**config.mk**
```make
export PLATFORM = sky130hd
export DESIGN_NAME = ffjk_bank_sequencer
export DESIGN_NICKNAME = d
export VERILOG_FILES = /design/src/rtl/ffjk_bank_sequencer.sv
export SDC_FILE = /design/constraint.sdc
export NUM_CORES = 1
export LEC_CHECK = 0
export BUFFER_PORTS_ARGS = -buffer_cell sky130_fd_sc_hd__buf_2
export CAP_MARGIN = 20
export CORE_ASPECT_RATIO = 2
export CORE_UTILIZATION = 45
export DETAILED_ROUTE_END_ITERATION = 12
export PLACE_DENSITY = 0.74
export SLEW_MARGIN = 40
export SYNTH_ARGS = -nofsm -noshare
export SYNTH_HDL_FRONTEND = slang
export SYNTH_SLANG_ARGS = --single-unit
```
**constraint.sdc**
```tcl
create_clock -name iClk -period 2.3 [get_ports iClk]
set_clock_uncertainty 0.15 [all_clocks]
set_input_delay 0.345 -clock iClk [delete_from_list [all_inputs] [get_ports iClk]]
set_output_delay 0.345 -clock iClk [all_outputs]
set_load 0.02 [all_outputs]
```
**src/rtl/ffjk_bank_sequencer.sv**
```systemverilog
// Command sequencer driving per-bit J/K vectors into a bank of JK flip-flops,
// tracking a shadow of the bank value. Define FFJK_SEQ_CHECK_EN to add the iQ/shadow check and oErr.
//
// state    | meaning
// ---------|-------------------------------------------------------------
// ST_IDLE  | ready for a command, J=K=0 so the bank holds
// ST_DRIVE | J/K pattern applied each cycle until the step counter expires
// ST_DONE  | one-cycle completion pulse, J=K=0
module ffjk_bank_sequencer #(
    parameter int WIDTH = 4,
    parameter int CNT_W = 8
) (
    input  logic             iClk,
    input  logic             iRst_n,
    input  logic             iCmdValid,
    output logic             oCmdReady,
    input  logic [2:0]       iCmd,
    input  logic [WIDTH-1:0] iData,
    input  logic [CNT_W-1:0] iSteps,
    output logic [WIDTH-1:0] oJ,
    output logic [WIDTH-1:0] oK,
    input  logic [WIDTH-1:0] iQ,
    output logic [WIDTH-1:0] oShadow,
    output logic             oBusy,
`ifdef FFJK_SEQ_CHECK_EN
    output logic             oDone,
    output logic             oErr
`else
    output logic             oDone
`endif
);

    typedef enum logic [1:0] {
        ST_IDLE  = 2'd0,
        ST_DRIVE = 2'd1,
        ST_DONE  = 2'd2
    } state_t;

    localparam logic [2:0] OP_CLEAR  = 3'd1;
    localparam logic [2:0] OP_SET    = 3'd2;
    localparam logic [2:0] OP_TOGGLE = 3'd3;
    localparam logic [2:0] OP_LOAD   = 3'd4;
    localparam logic [2:0] OP_CNT_UP = 3'd5;
    localparam logic [2:0] OP_CNT_DN = 3'd6;

    state_t           r_state, w_state_nxt;
    logic [2:0]       r_op, w_op_nxt;
    logic [WIDTH-1:0] r_data, w_data_nxt;
    logic [CNT_W-1:0] r_cnt, w_cnt_nxt;
    logic [WIDTH-1:0] r_shadow, w_shadow_nxt, w_shadow_upd;
    logic [WIDTH-1:0] r_j, r_k, w_j_nxt, w_k_nxt;
    logic [CNT_W-1:0] w_steps;

    // Returns {J, K}; shadow is the value the bank holds when the pattern is sampled.
    function automatic logic [2*WIDTH-1:0] f_pattern(
        input logic [2:0]       op,
        input logic [WIDTH-1:0] data,
        input logic [WIDTH-1:0] shadow
    );
        logic [WIDTH-1:0] j;
        logic [WIDTH-1:0] k;
        logic             carry;
        j     = '0;
        k     = '0;
        carry = 1'b1;
        case (op)
            OP_CLEAR:  k = '1;
            OP_SET:    j = '1;
            OP_TOGGLE: begin
                j = '1;
                k = '1;
            end
            OP_LOAD: begin
                j = data;
                k = ~data;
            end
            OP_CNT_UP, OP_CNT_DN: begin
                for (int i = 0; i < WIDTH; i++) begin
                    j[i]  = carry;
                    k[i]  = carry;
                    carry = carry & ((op == OP_CNT_UP) ? shadow[i] : ~shadow[i]);
                end
            end
            default: ;
        endcase
        return {j, k};
    endfunction

    assign w_shadow_upd = (r_j & ~r_shadow) | (~r_k & r_shadow);
    assign w_steps      = ((iCmd == OP_CNT_UP) || (iCmd == OP_CNT_DN)) ? iSteps : CNT_W'(1);

    always_comb begin
        w_state_nxt  = r_state;
        w_op_nxt     = r_op;
        w_data_nxt   = r_data;
        w_cnt_nxt    = r_cnt;
        w_shadow_nxt = r_shadow;
        w_j_nxt      = '0;
        w_k_nxt      = '0;
        case (r_state)
            ST_IDLE: begin
                if (iCmdValid) begin
                    w_op_nxt   = iCmd;
                    w_data_nxt = iData;
                    w_cnt_nxt  = w_steps;
                    if (w_steps == '0) begin
                        w_state_nxt = ST_DONE;
                    end else begin
                        w_state_nxt        = ST_DRIVE;
                        {w_j_nxt, w_k_nxt} = f_pattern(iCmd, iData, r_shadow);
                    end
                end
            end
            ST_DRIVE: begin
                w_shadow_nxt = w_shadow_upd;
                w_cnt_nxt    = r_cnt - CNT_W'(1);
                if (r_cnt == CNT_W'(1)) begin
                    w_state_nxt = ST_DONE;
                end else begin
                    {w_j_nxt, w_k_nxt} = f_pattern(r_op, r_data, w_shadow_upd);
                end
            end
            ST_DONE: w_state_nxt = ST_IDLE;
            default: w_state_nxt = ST_IDLE;
        endcase
    end

    always_ff @(posedge iClk or negedge iRst_n) begin
        if (!iRst_n) begin
            r_state  <= ST_IDLE;
            r_op     <= '0;
            r_data   <= '0;
            r_cnt    <= '0;
            r_shadow <= '0;
            r_j      <= '0;
            r_k      <= '0;
        end else begin
            r_state  <= w_state_nxt;
            r_op     <= w_op_nxt;
            r_data   <= w_data_nxt;
            r_cnt    <= w_cnt_nxt;
            r_shadow <= w_shadow_nxt;
            r_j      <= w_j_nxt;
            r_k      <= w_k_nxt;
        end
    end

    assign oCmdReady = (r_state == ST_IDLE);
    assign oBusy     = (r_state != ST_IDLE);
    assign oDone     = (r_state == ST_DONE);
    assign oJ        = r_j;
    assign oK        = r_k;
    assign oShadow   = r_shadow;

`ifdef FFJK_SEQ_CHECK_EN
    logic r_err;

    // The last bank update landed at the edge entering DONE, so iQ is settled here.
    always_ff @(posedge iClk or negedge iRst_n) begin
        if (!iRst_n) begin
            r_err <= 1'b0;
        end else if ((r_state == ST_DONE) && (iQ != r_shadow)) begin
            r_err <= 1'b1;
        end
    end

    assign oErr = r_err;
`else
    logic w_unused_q;
    assign w_unused_q = ^iQ;
`endif

endmodule
```
Word-level counts from Yosys, hierarchy flattened

Cells that the tools add are included.

$add $sub $neg: 1
Equality and inequality tests: 17
Muxes and demuxes: 25
Bitwise logic cells: 17
Reductions and logical operators: 14

Operators by type and width:

| kind                | number |
|---|---|
| $pmux 4 s3          | 4 |
| $mux 4              | 6 |
| $eq 3x3->1 const B  | 6 |
| $mux 8              | 2 |
| $not 4->4           | 4 |
| $pmux 4 s2          | 2 |
| $pmux 8 s2          | 1 |
| $eq 3x2->1 const B  | 4 |
| $reduce_or 2->1     | 6 |
| $and 4x4->4         | 2 |
| $eq 8x1->1 const B  | 1 |
| $logic_not 8->1     | 1 |
| $sub 8x1->8 const B | 1 |
| $eq 3x1->1 const B  | 2 |
| $mux 1              | 6 |
| $mux 2              | 3 |
| $not 1->1           | 6 |
| $reduce_and 2->1    | 3 |
| $and 1x1->1         | 4 |
| $ne 2x2->1 const B  | 2 |
| $or 4x4->4          | 1 |
| $pmux 2 s2          | 1 |
| $reduce_bool 2->1   | 2 |
| $eq 2x1->1 const B  | 1 |
| 3 further kinds     | 3 |

Flip-flop bits (word level): 29
Input bits: 22
Output and inout port bits: 15

Logic depth before layout (Yosys ltp)

Depth after elaboration: 10
Depth in mapped cells: 7

Least setup slack after synthesis

Ideal clock, no wire load.

Path kind: register to register
From: register r_cnt[1]
To: register r_j[1] (netlist: oJ[1])
Arrival: 1563 ps
Setup slack: 443 ps
Stages on the path, launching flop included: 8
Path buffers: 0
Clock period less this slack: 1857 ps
Cell sequence: dfrtp_1 > inv_1 > ha_1 > or4b_1 > o21ai_2 > a31o_4 > o21bai_1 > o32ai_1

Word-level cells in the longest chain between the ends: 3

Ends and longest elaborated chain:

| element                | line | text |
|---|---|---|
| start, declared        | 49   | `logic [CNT_W-1:0] r_cnt, w_cnt_nxt;` |
| start signal, assigned | 141  | `r_cnt <= w_cnt_nxt;` |
| $eq 8x1->1             | 117  | `if (r_cnt == CNT_W'(1)) begin` |
| $mux 4                 | 117  |  |
| $pmux 4 s2             | 100  | `case (r_state)` |
| via w_j_nxt[1]         | 51   | `logic [WIDTH-1:0] r_j, r_k, w_j_nxt, w_k_nxt;` |
| end signal, assigned   | 143  | `r_j <= w_j_nxt;` |
| end, declared          | 51   |  |

The timed path passes the listed nets, and every way through them passes these cells.
A chain may end at the register's enable or synchronous reset.

Final worst setup path

Same ends and word-level chain as after synthesis.

==> impl_metrics.toml <==
[detailed_routing]
antenna_left = 0
dr.pass1.iters = 5
drc = 0
via_per_inst = 5.80
dr.first_iter.drc_count = 50
vias = 1843
wl_per_cell_um = 15.3
routed_wl_um = 4850

[floorplan]
die_x_um = 47.5
fp-row-count = 32
start_util_pct = 47.9
die_height_um = 92.9
core_area_um2 = 3880
ios = 37
dieArea_um2 = 4410

[worst_setup_path]
r2r_setup_slack_ps = 200
crit_path_max_incr_delay_ps = 490
end_kind = "flip-flop"
critPathArrivalTime_ps = 2090
crit_slowest_cell = "or4b_1"
critPathMaxFanout = 6
r2r_cells = 7
critPathRequiredTime_ps = 2300
cp_cell_sequence = "inv_1 > ha_1 > or4b_1 > o21ai_2 > a31o_4 > o21bai_1 > o32ai_1"
r2r_start = "r_cnt[1]"
cp-start-kind = "flip-flop"
reg2reg_to = "oJ[1]"
crit_type = "flip-flop to flip-flop"

[hold_path]
min_to = "r_data[0]"
hold_path_startpoint = "iData[0]"
holdPathStages = 3
hold_path_class = "input pin to flip-flop"

[outcome]
status = "finished, final reports clean"

[synth]
synth.distinct_cells = 52
ys_warn_count = 0
syn-num-nets = 257
synthFlopType = "dfrtp_1"
syn_area_um2 = 1860
synthAdderAreaFrac_pct = 1.35
synth_compound_area_share_pct = 26.1
synth_top_family_by_area = "simple AND/OR/NAND/NOR gates"
synthArstFlopShare_pct = 100
ys_ff_latch = 29
synth_xor_area_share_pct = 0.471
synth.area.mux_share_pct = 0.606
synthSimpleGateAreaFrac_pct = 28.3
syn_area_per_cell_um2 = 7.98
synthCells = 233
synth-edff-count = 0
ys_seq_area_share_pct = 39.0

[layout]
seqCellArea_um2 = 726
fillers = 402
fin_nets = 290
antenna_cells = 0
drive_above_1_share_pct = 21.3
mostFrequentLayoutCell = "nand2_1"
multiInputGateArea_um2 = 1060
layout_common_cells = "nand2_1 (37), buf_2 (32), dfrtp_1 (29)"
instances_no_fill = 318
area_growth_pct = 17.7
utilization_pct = 56.3

[cts]
cts_tree = "yes"
cts_resized = 0
cts_sinks = 29
cts_hold_buf = 1
post_cts_buffers = 0
clk_latency_ps = 290
clock_path_buffers = 2
cts_inserted_buffers = 5
root_buffer = "clkbuf_8"
path_clk_slew_ps = 70
h-tree-depth = 2

[placed_design]
place.gp.congestion = 0.978
port_buffers = 32
placed_cells = 309
dp_hpwl_um = 3750

[timing]
worst_pin_slew_ps = 656
rsz0062_at_grt = "false"
finalSetupViolCount = 0
maxSlewViolCount = 0
period_minus_slack_ps = 2100
final.setup.tns_ps = 0
slew_headroom_pct = 56.3
hold_violations = 0
fmax_mhz = 477
fin_crit_sh_pct = 91.2

[global_route]
grt_first_pass_wirelength_um = 7890
grt_max_degree = 30
grt_pass1_vias = 1767
grt_usage_pct = 25.4
antenna_found_initial = 0
overflow = 0

[run]
drv_cap = 0

[pwr]
ir_drop_mv = 0.565
p_leak_nw = 0.980
p_per_area_nw_per_um2 = 1360
==> Yosys cell counts, types with 2 or more instances <==
| cell type | instances | area [µm²] |
|---|---|---|
| nand2_1 | 37 | 139 |
| a311oi_1 | 2 | 17.5 |
| nand3_1 | 7 | 35.0 |
| nor2b_1 | 4 | 25.0 |
| nor2_1 | 28 | 105 |
| o22ai_1 | 7 | 43.8 |
| nor3_1 | 5 | 25.0 |
| buf_2 | 2 | 10.0 |
| o211ai_1 | 5 | 37.5 |
| dfrtp_1 | 29 | 726 |
| nor3b_1 | 4 | 30.0 |
| nand2b_1 | 7 | 43.8 |
| o21a_1 | 2 | 15.0 |
| or3_1 | 2 | 12.5 |
| a211o_1 | 3 | 26.3 |
| ha_1 | 2 | 25.0 |
| clkbuf_1 | 10 | 37.5 |
| or2_2 | 2 | 12.5 |
| a31oi_1 | 4 | 25.0 |
| o21ai_0 | 17 | 85.1 |
| inv_1 | 7 | 26.3 |
| a21oi_1 | 17 | 85.1 |
==> flip-flops by register name (all words and copies together), names as in the netlist <==
name and count:
oJ 4, oShadow 4, r_state 2, oK 4, r_cnt 8, r_data 4
r_op 3
==> cell families after synthesis <==
logic type / after synthesis
simple gates: 107
fa+ha+maj: 2
compound gates: 73
buf+inv: 20
xor+xnor: 1
mux: 1
flops: 29
==> layout make-up <==
class | instances | share of cell area, %
clock inverter | 1 | 0.229
clock buffer | 7 | 4.40
timing repair buffer | 39 | 9.83
sequential | 29 | 33.2
tap | 51 | 2.92
multi-input combinational | 184 | 48.3
inverter | 7 | 1.20
==> critical path: cells and delay by family, from the launching register on <==
family / cells / cell delay (ps)
buf+inv: 1 / 100
fa+ha+maj: 1 / 140
flops: 1 / 390
simple gates: 1 / 490
compound gates: 4 / 680
==> metrics by stage <==
step                      worst slack [ps]  total power [mW]  hold WS (ps)  instance area, µm²
after floorplan                        443              2.08          -101                1860
after global placement                 240              2.47           260                2080
after detailed placement               225              2.51           256                2080
after CTS                              204              2.98           144                2190
after global routing                  61.9              3.22           148                2190
final                                  203              2.99           135                2190
==> per-layer routing <==
| metal | GRT usage [%] | part of all wire (%) | up-vias |
|---|---|---|---|
| met2 | 44.2 | 56 | 47 |
| met5 | 0 | 0 | - |
| met3 | 5.46 | 3.4 | 19 |
| met4 | 14.5 | 4.7 | 0 |
| li1 | - | - | 899 |
| met1 | 25.4 | 36 | 878 |
==> worst max-delay path by stage <==
stage / end / cells past startpoint / start
finish: oJ[1] / 7 / r_cnt[1]
global route: oJ[1] / 7 / r_cnt[1]
CTS: oJ[1] / 7 / r_cnt[1]
detailed placement: oJ[1] / 7 / r_cnt[1]
global placement: oJ[1] / 7 / r_cnt[1]
floorplan: oJ[1] / 7 / r_cnt[1]
==> where the power goes <==
part           switching, mW  internal (mW)  leakage, nW
combinational          0.817          0.615        0.571
clock                  0.202          0.270       0.0542
sequential             0.334          0.749        0.355
(Power assumes the default switching activity.)
